===== src/rtl/datapath_pkg.sv =====
// rtl/datapath_pkg.sv - shared ALU op codes, FSM states and controller constants for datapath_mc
package datapath_pkg;

  typedef enum logic [3:0] {
    ALU_ADD  = 4'b0000,
    ALU_SLL  = 4'b0001,
    ALU_SLT  = 4'b0010,
    ALU_SLTU = 4'b0011,
    ALU_XOR  = 4'b0100,
    ALU_SRL  = 4'b0101,
    ALU_OR   = 4'b0110,
    ALU_AND  = 4'b0111,
    ALU_SUB  = 4'b1000,
    ALU_MUL  = 4'b1010,
    ALU_SRA  = 4'b1101
  } alu_op_t;

  typedef enum logic [2:0] {
    S_IDLE,
    S_EXEC,
    S_MEM,
    S_MUL,
    S_WB
  } state_t;

  localparam logic [3:0] OP_SUB = 4'b1000;
  localparam logic [3:0] OP_MUL = 4'b1010;

endpackage


===== src/rtl/alu_mc.sv =====
// rtl/alu_mc.sv - combinational ALU with a dedicated SrcA-SrcB subtractor for compare flags
module alu_mc
  import datapath_pkg::*;
#(
  parameter int NBITS      = 32,
  parameter int WIDTH_ALUF = 4
) (
  input  logic [NBITS-1:0]      i_src_a,
  input  logic [NBITS-1:0]      i_src_b,
  input  logic [WIDTH_ALUF-1:0] i_alu_op,
  output logic [NBITS-1:0]      o_result,
  output logic                  o_zero,
  output logic                  o_neg,
  output logic                  o_carry
);

  localparam int SHW = $clog2(NBITS);

  logic [NBITS:0]   w_diff;
  logic [SHW-1:0]   w_shamt;
  logic [3:0]       w_op;
  logic             w_ovf;

  assign w_op    = i_alu_op[3:0];
  assign w_shamt = i_src_b[SHW-1:0];

  // Carry out of a + ~b + 1 is the "no borrow" bit, i.e. unsigned a >= b.
  assign w_diff  = {1'b0, i_src_a} + {1'b0, ~i_src_b} + {{NBITS{1'b0}}, 1'b1};
  assign w_ovf   = (i_src_a[NBITS-1] ^ i_src_b[NBITS-1]) & (w_diff[NBITS-1] ^ i_src_a[NBITS-1]);
  assign o_carry = w_diff[NBITS];
  assign o_zero  = (w_diff[NBITS-1:0] == '0);
  assign o_neg   = w_diff[NBITS-1] ^ w_ovf;

  always_comb begin
    o_result = i_src_a + i_src_b;
    case (w_op)
      ALU_SLL:  o_result = i_src_a << w_shamt;
      ALU_SLT:  o_result = {{(NBITS-1){1'b0}}, o_neg};
      ALU_SLTU: o_result = {{(NBITS-1){1'b0}}, ~o_carry};
      ALU_XOR:  o_result = i_src_a ^ i_src_b;
      ALU_SRL:  o_result = i_src_a >> w_shamt;
      ALU_OR:   o_result = i_src_a | i_src_b;
      ALU_AND:  o_result = i_src_a & i_src_b;
      ALU_SUB:  o_result = w_diff[NBITS-1:0];
      ALU_SRA:  o_result = NBITS'($signed(i_src_a) >>> w_shamt);
      default:  o_result = i_src_a + i_src_b;
    endcase
  end

endmodule


===== src/rtl/datapath_mc.sv =====
// rtl/datapath_mc.sv - multicycle datapath: regfile, ALU, flags, handshaked memory port
// Optional iterative multiplier enabled by defining DATAPATH_MUL_EN.
module datapath_mc
  import datapath_pkg::*;
#(
  parameter int NBITS      = 32,
  parameter int NREGS      = 32,
  parameter int WIDTH_ALUF = 4
) (
  input  logic                     clock,
  input  logic                     reset,
  input  logic                     start,
  output logic                     busy,
  output logic                     done,
  input  logic [$clog2(NREGS)-1:0] rs1,
  input  logic [$clog2(NREGS)-1:0] rs2,
  input  logic [$clog2(NREGS)-1:0] rd,
  input  logic [NBITS-1:0]         imm,
  input  logic [WIDTH_ALUF-1:0]    alu_op,
  input  logic                     alu_src,
  input  logic                     mem_read,
  input  logic                     mem_write,
  input  logic                     reg_write,
  input  logic                     link,
  input  logic [NBITS-1:0]         pclink,
  output logic [NBITS-1:0]         pc_reg,
  output logic                     zero,
  output logic                     neg,
  output logic                     carry,
  output logic [NBITS-3:0]         mem_addr,
  output logic [NBITS-1:0]         mem_wdata,
  input  logic [NBITS-1:0]         mem_rdata,
  output logic                     mem_req,
  output logic                     mem_we,
  input  logic                     mem_ready,
  output logic                     misaligned
);

  localparam int RW  = $clog2(NREGS);

  state_t                r_state;
  logic [NBITS-1:0]      r_regs [NREGS];
  logic [NBITS-1:0]      r_src_a, r_src_b, r_wdata, r_pclink, r_alu_result, r_rdata;
  logic [RW-1:0]         r_rd;
  logic [WIDTH_ALUF-1:0] r_alu_op;
  logic                  r_mem_read, r_mem_write, r_reg_write, r_link;
  logic                  r_zero, r_neg, r_carry;
  logic                  r_busy, r_done, r_mem_req, r_mem_we, r_misaligned;

  logic [NBITS-1:0]      w_rs1_val, w_rs2_val, w_alu_res, w_wb_data;
  logic                  w_zero, w_neg, w_carry, w_is_mem, w_misal;

`ifdef DATAPATH_MUL_EN
  localparam int SHW = $clog2(NBITS);
  logic [NBITS-1:0]      r_mul_acc, r_mul_mcand, r_mul_mplier;
  logic [SHW-1:0]        r_mul_cnt;
  logic [NBITS-1:0]      w_mul_next;
  assign w_mul_next = r_mul_acc + (r_mul_mplier[0] ? r_mul_mcand : '0);
`endif

  assign w_rs1_val = (rs1 == '0) ? '0 : r_regs[rs1];
  assign w_rs2_val = (rs2 == '0) ? '0 : r_regs[rs2];
  assign w_is_mem  = r_mem_read | r_mem_write;
  assign w_misal   = (w_alu_res[1:0] != 2'b00);
  assign w_wb_data = r_link ? r_pclink : (r_mem_read ? r_rdata : r_alu_result);

  alu_mc #(.NBITS(NBITS), .WIDTH_ALUF(WIDTH_ALUF)) u_alu (
    .i_src_a  (r_src_a),
    .i_src_b  (r_src_b),
    .i_alu_op (r_alu_op),
    .o_result (w_alu_res),
    .o_zero   (w_zero),
    .o_neg    (w_neg),
    .o_carry  (w_carry)
  );

  always_ff @(posedge clock or negedge reset) begin
    if (!reset) begin
      r_state      <= S_IDLE;
      for (int i = 0; i < NREGS; i++) r_regs[i] <= '0;
      r_src_a      <= '0;
      r_src_b      <= '0;
      r_wdata      <= '0;
      r_pclink     <= '0;
      r_alu_result <= '0;
      r_rdata      <= '0;
      r_rd         <= '0;
      r_alu_op     <= '0;
      r_mem_read   <= 1'b0;
      r_mem_write  <= 1'b0;
      r_reg_write  <= 1'b0;
      r_link       <= 1'b0;
      r_zero       <= 1'b0;
      r_neg        <= 1'b0;
      r_carry      <= 1'b0;
      r_busy       <= 1'b0;
      r_done       <= 1'b0;
      r_mem_req    <= 1'b0;
      r_mem_we     <= 1'b0;
      r_misaligned <= 1'b0;
`ifdef DATAPATH_MUL_EN
      r_mul_acc    <= '0;
      r_mul_mcand  <= '0;
      r_mul_mplier <= '0;
      r_mul_cnt    <= '0;
`endif
    end else begin
      case (r_state)
        S_IDLE: begin
          if (start) begin
            r_src_a     <= w_rs1_val;
            r_src_b     <= alu_src ? imm : w_rs2_val;
            r_wdata     <= w_rs2_val;
            r_rd        <= rd;
            r_alu_op    <= alu_op;
            r_mem_read  <= mem_read;
            r_mem_write <= mem_write;
            r_reg_write <= reg_write;
            r_link      <= link;
            r_pclink    <= pclink;
            r_busy      <= 1'b1;
            r_state     <= S_EXEC;
          end
        end
        S_EXEC: begin
          r_alu_result <= w_alu_res;
          r_zero       <= w_zero;
          r_neg        <= w_neg;
          r_carry      <= w_carry;
          if (w_is_mem && w_misal) begin
            r_misaligned <= 1'b1;
            r_done       <= 1'b1;
            r_state      <= S_WB;
          end else if (w_is_mem) begin
            r_mem_req <= 1'b1;
            r_mem_we  <= r_mem_write;
            r_state   <= S_MEM;
          end
`ifdef DATAPATH_MUL_EN
          else if (r_alu_op == WIDTH_ALUF'(OP_MUL)) begin
            r_mul_acc    <= '0;
            r_mul_mcand  <= r_src_a;
            r_mul_mplier <= r_src_b;
            r_mul_cnt    <= '0;
            r_state      <= S_MUL;
          end
`endif
          else begin
            r_done  <= 1'b1;
            r_state <= S_WB;
          end
        end
        S_MEM: begin
          if (mem_ready) begin
            r_mem_req <= 1'b0;
            r_mem_we  <= 1'b0;
            if (r_mem_read) r_rdata <= mem_rdata;
            r_done    <= 1'b1;
            r_state   <= S_WB;
          end
        end
`ifdef DATAPATH_MUL_EN
        // One partial product per cycle; the final sum lands directly in the result register.
        S_MUL: begin
          r_mul_acc    <= w_mul_next;
          r_mul_mcand  <= r_mul_mcand << 1;
          r_mul_mplier <= r_mul_mplier >> 1;
          r_mul_cnt    <= r_mul_cnt + 1'b1;
          if (r_mul_cnt == SHW'(NBITS-1)) begin
            r_alu_result <= w_mul_next;
            r_done       <= 1'b1;
            r_state      <= S_WB;
          end
        end
`endif
        S_WB: begin
          if (r_reg_write && (r_rd != '0) && !r_misaligned) r_regs[r_rd] <= w_wb_data;
          r_done       <= 1'b0;
          r_misaligned <= 1'b0;
          r_busy       <= 1'b0;
          r_state      <= S_IDLE;
        end
        default: r_state <= S_IDLE;
      endcase
    end
  end

  assign busy       = r_busy;
  assign done       = r_done;
  assign pc_reg     = r_src_a;
  assign zero       = r_zero;
  assign neg        = r_neg;
  assign carry      = r_carry;
  assign mem_addr   = r_alu_result[NBITS-1:2];
  assign mem_wdata  = r_wdata;
  assign mem_req    = r_mem_req;
  assign mem_we     = r_mem_we;
  assign misaligned = r_misaligned;

endmodule


===== config.mk =====
export PLATFORM = sky130hd
export DESIGN_NAME = datapath_mc
export DESIGN_NICKNAME = d
export VERILOG_FILES = /design/src/rtl/datapath_pkg.sv /design/src/rtl/alu_mc.sv /design/src/rtl/datapath_mc.sv
export SDC_FILE = /design/constraint.sdc
export NUM_CORES = 2
export LEC_CHECK = 0
export CAP_MARGIN = 10
export CORE_AREA = 2 2 398 400
export DETAILED_ROUTE_END_ITERATION = 10
export DIE_AREA = 0 0 400 402
export PLACE_DENSITY = 0.6
export SLEW_MARGIN = 20
export SYNTH_ARGS = -nofsm -noshare
export SYNTH_HDL_FRONTEND = slang
export SYNTH_SLANG_ARGS = --single-unit

===== constraint.sdc =====
create_clock -name clock -period 6.85 [get_ports clock]
set_input_delay 1.0275 -clock clock [delete_from_list [all_inputs] [get_ports clock]]
set_output_delay 1.0275 -clock clock [all_outputs]
set_load 0.02 [all_outputs]

==> impl_metrics.py <==
metrics = {
    "worst_setup_path": {
        "cp_cell_sequence": "inv_1 > ha_1 > nor4_1 > o211ai_1 > a21oi_1 > o211ai_1 > a31oi_1 > a21oi_1 > nor2_1 > nor2_1 > fa_1 > nand2_1 > a211oi_1 > nand4_1 > a221oi_1 > and4b_1 > nand4_1 > nor4_1 > nand4b_1 > nand2_1",
        "cp_max_fo": 13,
        "r2r_start": "pc_reg[10]$_DFFE_PN0P_",
        "cp.arrival_ns": 6.89,
        "startpoint_type": "register",
        "r2r_cells": 20,
        "cp.required_ns": 7.57,
        "worstSetupPathType": "reg2reg",
        "slowest_delay_ns": 0.71,
        "rrSetupSlack_ns": 0.68,
        "endpoint_kind": "register",
        "r2r_end": "zero$_DFFE_PN0P_",
        "slowest_stage": "nor4_1",
    },
    "floorplanning": {
        "core_mm2": 0.157,
        "die_h_um": 402,
        "num_io_pins": 226,
        "fp.dieW_um": 400,
        "fp-row-count": 146,
        "start_util_pct": 44.7,
        "dieArea_mm2": 0.161,
    },
    "timing": {
        "slew_violations": 0,
        "rsz0062_at_grt": "no",
        "hold_viol": 0,
        "slew_headroom_pct": 20.2,
        "final.setup.tns_ns": 0,
        "finClkSkew_ns": 0.0263,
        "setup_slack_ns": 0.678,
        "min_period_ns": 6.17,
        "setup_viol": 0,
        "worstMarginPinSlew_ns": 1.20,
        "fmax_mhz": 162,
        "fin_crit_sh_pct": 90.1,
    },
    "cts": {
        "cts-resized-gates": 0,
        "insertion_delay_ns": 0.80,
        "cts_root_buf": "clkbuf_16",
        "clk_path_buf_depth": 3,
        "tritoncts": "yes",
        "clk_pin_slew_ns": 0.06,
        "cts_setup_buffers": 0,
        "htreeDepth": 4,
        "cts.sinks": 1240,
        "cts_hold_buffers": 0,
        "numCtsBuffers": 138,
    },
    "synth": {
        "yosysTopAreaCell": "dfrtp_1",
        "synthTopCellsByArea": "dfrtp_1, mux4_2, o21ai_0",
        "synthesis.nets": 7182,
        "synthCells": 6958,
        "ys_seq_area_share_pct": 44.2,
        "syn_area_per_cell_um2": 10.1,
        "ys_ff_latch": 1240,
        "synth_area_mm2": 0.0702,
        "ys_warn_count": 0,
        "synth.distinct_cells": 87,
        "synth_top_area_share_pct": 44.2,
        "synth-main-ff-cell": "dfrtp_1",
        "synthArstFlopShare_pct": 100,
        "synth-edff-count": 0,
    },
    "pwr": {
        "power.density_mw_per_mm2": 398,
        "pwr-share-clk_pct": 24.3,
        "power_leakage_nw": 33.5,
        "seq_power_share_pct": 32.7,
        "p_sw_share_pct": 43.3,
        "vdd_ir_drop_max_mv": 0.354,
        "internal_power_mw": 17.8,
        "p_total_mw": 31.3,
        "p_switching_mw": 13.6,
        "p_comb_share_pct": 43.0,
    },
    "place": {
        "post-dp-hpwl_um": 163000,
        "gp_congestion": 1.04,
        "place_ws_ns": 1.01,
        "numPortBuffers": 225,
    },
    "routing": {
        "drt_pass1_iterations": 6,
        "drt-total-wl_um": 263000,
        "drtAntennaViolNets": 0,
        "vias": 56800,
        "drc_errors": 0,
        "via_per_inst": 6.35,
        "drtIter0Drc": 6545,
        "wl_per_cell_um": 29.4,
    },
    "final_layout": {
        "largest-register": "r_regs",
        "drive_gt1_share_pct": 16.4,
        "largest_register_ffs": 1024,
        "nets": 6990,
        "area_growth_pct": 12.1,
    },
    "global_routing": {
        "grt_util_all_layers_pct": 32.6,
        "grt_pass1_wl_um": 385000,
        "grt_max_degree": 182,
        "overflow": 0,
        "grt_pass1_vias": 55500,
        "antenna_found_initial": 10,
    },
    "worst_hold_path": {
        "hp-class": "in2async",
    },
    "run_status": {
        "status": "finished clean",
    },
    "run": {
        "maxCapViolations": 0,
    },
}
[how the worst max path moves through the flow]
| stage | startpoint | to | slack (ns) | depth (start not counted) |
|---|---|---|---|---|
| after detailed placement | pc_reg[10]$_DFFE_PN0P_ | zero$_DFFE_PN0P_ | 1.01 | 20 |
| after global routing | pc_reg[10]$_DFFE_PN0P_ | zero$_DFFE_PN0P_ | 0.16 | 20 |
| after global placement | pc_reg[10]$_DFFE_PN0P_ | zero$_DFFE_PN0P_ | 1.16 | 20 |
| after floorplan | r_src_b[2]$_DFFE_PN0P_ | zero$_DFFE_PN0P_ | 1.55 | 27 |
| final | pc_reg[10]$_DFFE_PN0P_ | zero$_DFFE_PN0P_ | 0.68 | 20 |
| after CTS | pc_reg[10]$_DFFE_PN0P_ | zero$_DFFE_PN0P_ | 0.95 | 20 |
[critical path, delay by kind of cell, from the launching register on]
family | cells | cell delay [ns]
DFF | 1 | 0.61
buffers and inverters | 1 | 0.13
and+or+nand+nor | 10 | 2.25
adders and majority gates | 2 | 1.08
AOI/OAI and AO/OA | 7 | 2.02
[layout by cell type (no fill, tap or decap), types with 21 or more instances in the layout]
| cell type | count |
|---|---|
| nand2_1 | 1352 |
| dfrtp_1 | 1236 |
| o21ai_0 | 1168 |
| mux4_2 | 509 |
| a21oi_1 | 288 |
| mux2i_1 | 265 |
| nor2_1 | 256 |
| clkdlybuf4s50_1 | 213 |
| clkbuf_16 | 143 |
| mux2_2 | 133 |
| buf_4 | 133 |
| o22ai_1 | 106 |
| o21ai_1 | 99 |
| ha_1 | 97 |
| inv_1 | 94 |
| nor3_1 | 76 |
| o221ai_1 | 74 |
| a211oi_1 | 43 |
| clkbuf_1 | 33 |
| nand2_4 | 32 |
| clkbuf_8 | 28 |
| a21o_1 | 26 |
| a21oi_2 | 21 |
[power groups by stage]
stage                     clock network, mW  registers [mW]  logic [mW]
final                                  7.61            10.2        13.5
after global routing                   8.00            10.4        14.3
after CTS                              7.71            10.2        13.2
after detailed placement                  0            10.3        13.1
after global placement                    0            10.2        13.1
after floorplan                           0            9.76        8.64
[per-layer routing]
layer / wire [µm] / part of all wire (%) / track usage (%)
met1: 108000 / 41 / 45.0
met3: 22100 / 8.4 / 6.35
met4: 14400 / 5.5 / 16.1
met2: 118000 / 45 / 49.4
met5: 0 / 0 / 0
[cells in the mapped netlist, types with 20 or more instances]
master and n:
mux4_2 509, o22ai_1 106, clkbuf_1 545, o21ai_1 100, dfrtp_1 1240, a211oi_1 43, nor3_1 77, a21oi_1 320
mux2i_1 265, o21ai_0 1168, buf_2 54, buf_4 33, xnor2_1 20, ha_1 97, buf_1 66, nor2_1 257
o221ai_1 74, mux2_2 133, inv_1 94, nand2_1 1385, a21o_1 26, a31oi_1 20
[cell type report]
| type | instances | area [µm²] |
|---|---|---|
| fill | 14300 | 78400 |
| multi-input combinational | 4910 | 36400 |
| sequential | 1240 | 31000 |
| clock buffer | 204 | 4090 |
| timing repair buffer | 375 | 3650 |
| tap | 2072 | 2590 |
| clock inverter | 40 | 494 |
| inverter | 101 | 384 |
| antenna | 6 | 15.0 |
[cells by family (layout without fill, tap and decap cells)]
family	Yosys count	after routing	synth area share [%]
AOI/OAI and AO/OA	2013	2013	16.0
and+or+nand+nor	1867	1867	10.7
DFF	1240	1240	44.2
muxes	907	907	22.2
buffers and inverters	808	720	4.71
adders and majority gates	100	100	1.81
xor gates and xnor gates	23	23	0.287
other	0	6	0
[metrics by stage]
step                instances  cell area [µm²]  util [%]  hold slack, ns
CTS                      8941            78600      50.0           0.236
detailed placement       8697            74000      47.1           0.387
finish                   8948            78700      50.1           0.209
floorplan                6958            70200         -           0.445
global route             8945            78700      50.1           0.248
global placement         8697            74000      47.1           0.380
(Power assumes the default switching activity.)
